<file path="config.mk">
export PLATFORM = sky130hd
export DESIGN_NAME = instr_fetch_unit
export DESIGN_NICKNAME = d
export VERILOG_FILES = /design/src/rtl/simd_pkg.sv /design/src/rtl/ifu_prog_mem.sv /design/src/rtl/instr_fetch_unit.sv
export SDC_FILE = /design/constraint.sdc
export NUM_CORES = 1
export LEC_CHECK = 0
export CAP_MARGIN = 20
export CORE_MARGIN = 2
export CORE_UTILIZATION = 43
export CTS_BUF_LIST = sky130_fd_sc_hd__clkbuf_4
export DETAILED_ROUTE_END_ITERATION = 12
export PLACE_DENSITY = 0.67
export SYNTH_ARGS = -nofsm -noshare
export SYNTH_HDL_FRONTEND = slang
export SYNTH_SLANG_ARGS = --single-unit
</file>
<file path="constraint.sdc">
create_clock -name clk -period 8.35 [get_ports clk]
set_input_delay 1.2525 -clock clk [delete_from_list [all_inputs] [get_ports clk]]
set_output_delay 1.2525 -clock clk [all_outputs]
set_load 0.005 [all_outputs]
</file>
<file path="src/rtl/simd_pkg.sv">
// Shared types and constants for the SIMD pipeline front end.
package simd_pkg;

  localparam int INSTR_W = 25;
  localparam logic [INSTR_W-1:0] NOP_INSTR = 25'h1800000;

  typedef enum logic [2:0] {
    IDLE,
    LOADED,
    RUN,
    DRAIN,
    DONE
  } ifu_state_t;

endpackage

</file>
<file path="src/rtl/ifu_prog_mem.sv">
// Program memory for the fetch unit: one synchronous write port and an
// asynchronous read port addressed by the program counter.
module ifu_prog_mem #(
  parameter int DEPTH   = 64,
  parameter int INSTR_W = 25,
  localparam int AW     = $clog2(DEPTH)
) (
  input  logic               clk,
  input  logic               we_i,
  input  logic [AW-1:0]      waddr_i,
  input  logic [INSTR_W-1:0] wdata_i,
  input  logic [AW-1:0]      raddr_i,
  output logic [INSTR_W-1:0] rdata_o
);

  logic [INSTR_W-1:0] mem_q [DEPTH];

  // Contents are deliberately not reset; a program is always loaded before use.
  always_ff @(posedge clk) begin
    if (we_i) begin
      mem_q[waddr_i] <= wdata_i;
    end
  end

  assign rdata_o = mem_q[raddr_i];

endmodule

</file>
<file path="src/rtl/instr_fetch_unit.sv">
// Loadable-program instruction fetch stage: load, run with stall, drain NOPs, done.
// Define IFU_PERF_CNT_EN to add saturating issued_cnt / stall_cnt outputs.
module instr_fetch_unit
  import simd_pkg::*;
#(
  parameter int DEPTH        = 64,
  parameter int INSTR_W      = 25,
  parameter int DRAIN_CYCLES = 4,
  localparam int AW          = $clog2(DEPTH)
) (
  input  logic               clk,
  input  logic               rst_n,
  input  logic               load_valid,
  input  logic [INSTR_W-1:0] load_instr,
  input  logic               load_last,
  output logic               load_ready,
  input  logic               start,
  input  logic               stall,
  output logic [INSTR_W-1:0] instr_out,
  output logic               instr_valid,
  output logic [AW-1:0]      pc,
  output logic               busy,
  output logic               done,
  output logic               overflow
`ifdef IFU_PERF_CNT_EN
  ,
  output logic [15:0]        issued_cnt,
  output logic [15:0]        stall_cnt
`endif
);

  localparam int CW = AW + 1;
  localparam int DW = (DRAIN_CYCLES > 1) ? $clog2(DRAIN_CYCLES) : 1;
  localparam logic [INSTR_W-1:0] NOP = INSTR_W'(NOP_INSTR);

  ifu_state_t         state_q, state_d;
  logic [CW-1:0]      count_q, count_d;
  logic [AW-1:0]      pc_q, pc_d;
  logic [DW-1:0]      drain_q, drain_d;
  logic [INSTR_W-1:0] instr_q, instr_d;
  logic               valid_q, valid_d;
  logic               ovf_q, ovf_d;

  logic               full;
  logic               load_fire;
  logic [AW-1:0]      mem_waddr;
  logic [INSTR_W-1:0] mem_rdata;

  assign full = (count_q == CW'(DEPTH));

  // LOADED and DONE accept a word too: it restarts the load at entry 0.
  assign load_ready = ((state_q == IDLE) && !full) || (state_q == LOADED) || (state_q == DONE);
  assign load_fire  = load_valid && load_ready;
  assign mem_waddr  = (state_q == IDLE) ? count_q[AW-1:0] : '0;

  ifu_prog_mem #(
    .DEPTH   (DEPTH),
    .INSTR_W (INSTR_W)
  ) u_prog_mem (
    .clk     (clk),
    .we_i    (load_fire),
    .waddr_i (mem_waddr),
    .wdata_i (load_instr),
    .raddr_i (pc_q),
    .rdata_o (mem_rdata)
  );

  always_comb begin
    state_d = state_q;
    count_d = count_q;
    pc_d    = pc_q;
    drain_d = drain_q;
    instr_d = instr_q;
    valid_d = valid_q;
    ovf_d   = ovf_q;

    case (state_q)
      IDLE: begin
        if (load_fire) begin
          count_d = count_q + CW'(1);
          if (load_last) begin
            state_d = LOADED;
          end
        end else if (full) begin
          if (load_valid) begin
            ovf_d = 1'b1;
          end
          if (load_last) begin
            state_d = LOADED;
          end
        end
      end

      LOADED: begin
        if (load_valid) begin
          count_d = CW'(1);
          state_d = load_last ? LOADED : IDLE;
        end else if (start && (count_q != '0)) begin
          state_d = RUN;
          pc_d    = '0;
        end
      end

      RUN: begin
        if (!stall) begin
          instr_d = mem_rdata;
          valid_d = 1'b1;
          pc_d    = pc_q + AW'(1);
          if ({1'b0, pc_q} == (count_q - CW'(1))) begin
            state_d = DRAIN;
            drain_d = DW'(DRAIN_CYCLES - 1);
          end
        end
      end

      DRAIN: begin
        if (!stall) begin
          instr_d = NOP;
          valid_d = 1'b0;
          if (drain_q == '0) begin
            state_d = DONE;
          end else begin
            drain_d = drain_q - DW'(1);
          end
        end
      end

      DONE: begin
        if (load_valid) begin
          count_d = CW'(1);
          state_d = load_last ? LOADED : IDLE;
        end else if (start) begin
          state_d = RUN;
          pc_d    = '0;
        end
      end

      default: state_d = IDLE;
    endcase
  end

  always_ff @(posedge clk or negedge rst_n) begin
    if (!rst_n) begin
      state_q <= IDLE;
      count_q <= '0;
      pc_q    <= '0;
      drain_q <= '0;
      instr_q <= NOP;
      valid_q <= 1'b0;
      ovf_q   <= 1'b0;
    end else begin
      state_q <= state_d;
      count_q <= count_d;
      pc_q    <= pc_d;
      drain_q <= drain_d;
      instr_q <= instr_d;
      valid_q <= valid_d;
      ovf_q   <= ovf_d;
    end
  end

  assign instr_out   = instr_q;
  assign instr_valid = valid_q;
  assign pc          = pc_q;
  assign overflow    = ovf_q;
  assign busy        = (state_q == RUN) || (state_q == DRAIN);
  assign done        = (state_q == DONE);

`ifdef IFU_PERF_CNT_EN
  logic [15:0] issued_q, issued_d;
  logic [15:0] stall_q, stall_d;

  always_comb begin
    issued_d = issued_q;
    stall_d  = stall_q;
    if ((state_q != RUN) && (state_d == RUN)) begin
      issued_d = '0;
      stall_d  = '0;
    end else begin
      if ((state_q == RUN) && !stall && (issued_q != 16'hFFFF)) begin
        issued_d = issued_q + 16'd1;
      end
      if (busy && stall && (stall_q != 16'hFFFF)) begin
        stall_d = stall_q + 16'd1;
      end
    end
  end

  always_ff @(posedge clk or negedge rst_n) begin
    if (!rst_n) begin
      issued_q <= '0;
      stall_q  <= '0;
    end else begin
      issued_q <= issued_d;
      stall_q  <= stall_d;
    end
  end

  assign issued_cnt = issued_q;
  assign stall_cnt  = stall_q;
`endif

endmodule

</file>
==> impl_metrics.yaml <==
outcome:
  outcome: "finished clean"
setup_path:
  slowest_stage: "or4_1"
  max_stage_delay_ns: 0.67
  path_cells: "or4_1 > or2_2 > o21ai_0 > nor2_1 > clkdlybuf4s50_1"
  regToRegSetupSlack_ns: 4.21
  crit_path_end_kind: "primary output"
  arrival_ns: 3.81
  crit_fanout: 10
  start_kind: "flop"
  rr_endpoint: "instr_out[12]$_DFFE_PN0P_"
  crit_type: "flop to primary output"
  r2r_start: "pc[0]$_DFFE_PN0P_"
  worstRegToRegCells: 5
  cp.required_ns: 7.10
synth:
  synth_nets: 2959
  synthCells: 2923
  avgSynthCellArea_um2: 21.7
  synth_edf_count: 1600
  synth_adder_area_share_pct: 0.0987
  muxShareOfSynthArea_pct: 15.4
  synth_xor_area_share_pct: 0.166
  yosysWarningCount: 0
  synth_cell_types: 65
  yosysSeqAreaShare_pct: 77.6
  synth_ff_type: "edfxtp_1"
  synth_top_family_by_area: "multiplexers"
  ys_ff_latch: 1645
  async_flop_share_pct: 2.74
  synth_simple_gate_area_share_pct: 2.23
  syn-cell-area_um2: 63400
  synth_compound_area_share_pct: 3.02
timing:
  setup_slack_ns: 3.28
  finalHoldViolCount: 0
  period_needed_ns: 5.07
  setup_viol: 0
  finalMaxSlewViolations: 0
  period_share_pct: 60.7
  setup_tns_ns: 0
  fmax_mhz: 197
  relSlewSlack_pct: 21.8
  fin_hold_ws_ns: 0.518
  clock-skew-final_ns: 0.0798
  tightest_slew_ns: 1.17
  rsz0062_at_grt: "no"
clocking:
  path_clk_slew_ns: 0.08
  clkLatencyLatePin_ns: 1.30
  cts_tree: "yes"
  cts_resized: 0
  clockRootBuffer: "clkbuf_4"
  cts_buffer_depth: 4
  htree_levels: 5
  numCtsBuffers: 422
  cts.sinks: 1645
placed_design:
  port-buffer-count: 66
  place_hpwl_um: 93000
  routabilityCongestion: 0.917
  dp_slack_ns: 3.74
worst_hold_path:
  hold_end: "drain_q[0]$_DFFE_PN0P_"
  hold_class: "flop to flop"
  hold_depth: 1
  worstHoldStart: "drain_q[0]$_DFFE_PN0P_"
global_routing:
  grt_pass1_vias: 32600
  grt_start_max_net_pins: 110
  antenna_found_initial: 14
  gr-usage-all-layers_pct: 21.8
  grt_pass1_wl_um: 234000
  grt-ovfl-total: 0
die:
  chipHeight_um: 388
  core_area_um2: 146000
  dieArea_um2: 150000
  ios: 67
  start_util_pct: 43.4
  num_rows: 140
  fp.dieW_um: 388
route:
  viasPerCell: 5.95
  routed_wl_um: 165000
  first_pass_iters: 6
  drt-initial-drc-count: 4895
  remaining_drc_errors: 0
  wl_per_cell_um: 29.6
  ant_nets: 0
  via_count: 33100
final_layout:
  syn_to_final_growth_pct: 13.1
  nNetsFinal: 3392
  drive_gt1_share_pct: 34.7
  fillerInstances: 11800
  utilization_pct: 49.1
power:
  total_leakage_power_nw: 22.5
  pwr_density_cell_nw_per_um2: 291
  vdd_drop_max_mv: 0.214
job:
  drv_cap: 0
worst max-delay path by stage:
stage                      startpoint                                 end  cells after the start
2_1_floorplan              load_valid   u_prog_mem.mem_q[26][0]$_DFFE_PP_                      3
3_3_place_gp               load_valid   u_prog_mem.mem_q[24][4]$_DFFE_PP_                      6
3_5_place_dp               load_valid  u_prog_mem.mem_q[24][16]$_DFFE_PP_                      6
4_1_cts             pc[0]$_DFFE_PN0P_                               pc[0]                      2
5_1_grt             pc[0]$_DFFE_PN0P_                               pc[0]                      2
6_report       count_q[5]$_DFFE_PN0P_                          load_ready                      5
report_power, final:
group / internal, mW / switching [mW]
combinational: 2.04 / 2.68
sequential: 9.24 / 0.306
clock: 3.49 / 3.12
cell families after synthesis:
group	Yosys count
AO/OA/AOI/OAI	279
XOR/XNOR	12
adder cells (fa/ha/maj)	5
buffers and inverters	172
flip-flops	1645
multiplexers	483
AND/OR/NAND/NOR	327
stage by stage:
stage / cells / area (µm²) / total power, mW
2_1_floorplan: 2923 / 63400 / 12.7
3_3_place_gp: 4845 / 66500 / 14.4
3_5_place_dp: 4848 / 66500 / 14.4
4_1_cts: 5562 / 71700 / 21.0
5_1_grt: 5568 / 71700 / 21.7
6_report: 5570 / 71700 / 20.9
worst max-delay path, delay by kind of cell (launching register included):
kind	cells	cell delay [ns]
simple gates	3	1.22
flops	1	0.52
buf+inv	1	0.50
compound gates	1	0.26
layer usage:
layer | vias up | global-route usage [%] | part of all wire (%)
li1 | 13400 | - | -
met1 | 17300 | 31.6 | 41
met2 | 2040 | 31.5 | 45
met3 | 370 | 5.88 | 11
met4 | 2 | 8.57 | 3.4
met5 | - | 0 | 0.0067
cell type report:
class	count	area, µm²	area share (%)
Clock buffer	613	4600	6.42
Timing Repair Buffer	173	1460	2.03
Inverter	8	30.0	0.0419
Sequential cell	1645	49200	68.6
Clock inverter	100	517	0.721
Antenna cell	8	20.0	0.0279
Multi-Input combinational cell	1106	13500	18.8
Tap cell	1917	2400	3.35
cells in the mapped netlist (all sizes together), types with 9 or more instances:
master | number | area share, %
a21oi | 37 | 0.29
a221oi | 13 | 0.18
a22oi | 11 | 0.13
a31oi | 11 | 0.11
a32oi | 11 | 0.15
buf | 95 | 1.1
clkbuf | 69 | 0.41
dfrtp | 43 | 1.7
edfxtp | 1600 | 76
mux2 | 31 | 0.55
mux2i | 64 | 1.0
mux4 | 388 | 14
nand2 | 121 | 0.72
nand2b | 9 | 0.089
nand3 | 28 | 0.22
nor2 | 119 | 0.70
nor3 | 11 | 0.087
o2111ai | 13 | 0.18
o211ai | 14 | 0.17
o21ai | 71 | 0.56
o221ai | 22 | 0.31
o22a | 10 | 0.14
o22ai | 39 | 0.39
what timing repair did:
action | 4_1_cts | 5_1_grt
hold buffers | 1 | 0
buffers inserted | 0 | 0
endpoints found under the hold margin | 1 | 0
flip-flops by register name, summed over array words and instances (netlist names):
register	cells
instr_out	25
state_q	3
pc	6
count_q	7
drain_q	2
u_prog_mem.mem_q	1600
instr_valid	1
overflow	1
cells in the final DEF (no fill, tap or decap), types with 39 or more instances in the layout:
cell type / synthesis / layout
buf_4: 31 / 103
o22ai_1: 39 / 39
nor2_2: 0 / 46
clkdlybuf4s50_1: 0 / 40
mux2i_1: 64 / 64
nand2_1: 121 / 120
clkbuf_4: 0 / 613
mux4_2: 388 / 388
o21ai_0: 64 / 64
clkinv_1: 0 / 85
dfrtp_1: 43 / 39
nor2_1: 119 / 64
edfxtp_1: 1600 / 1600
Power figures use the tool's default switching activity.
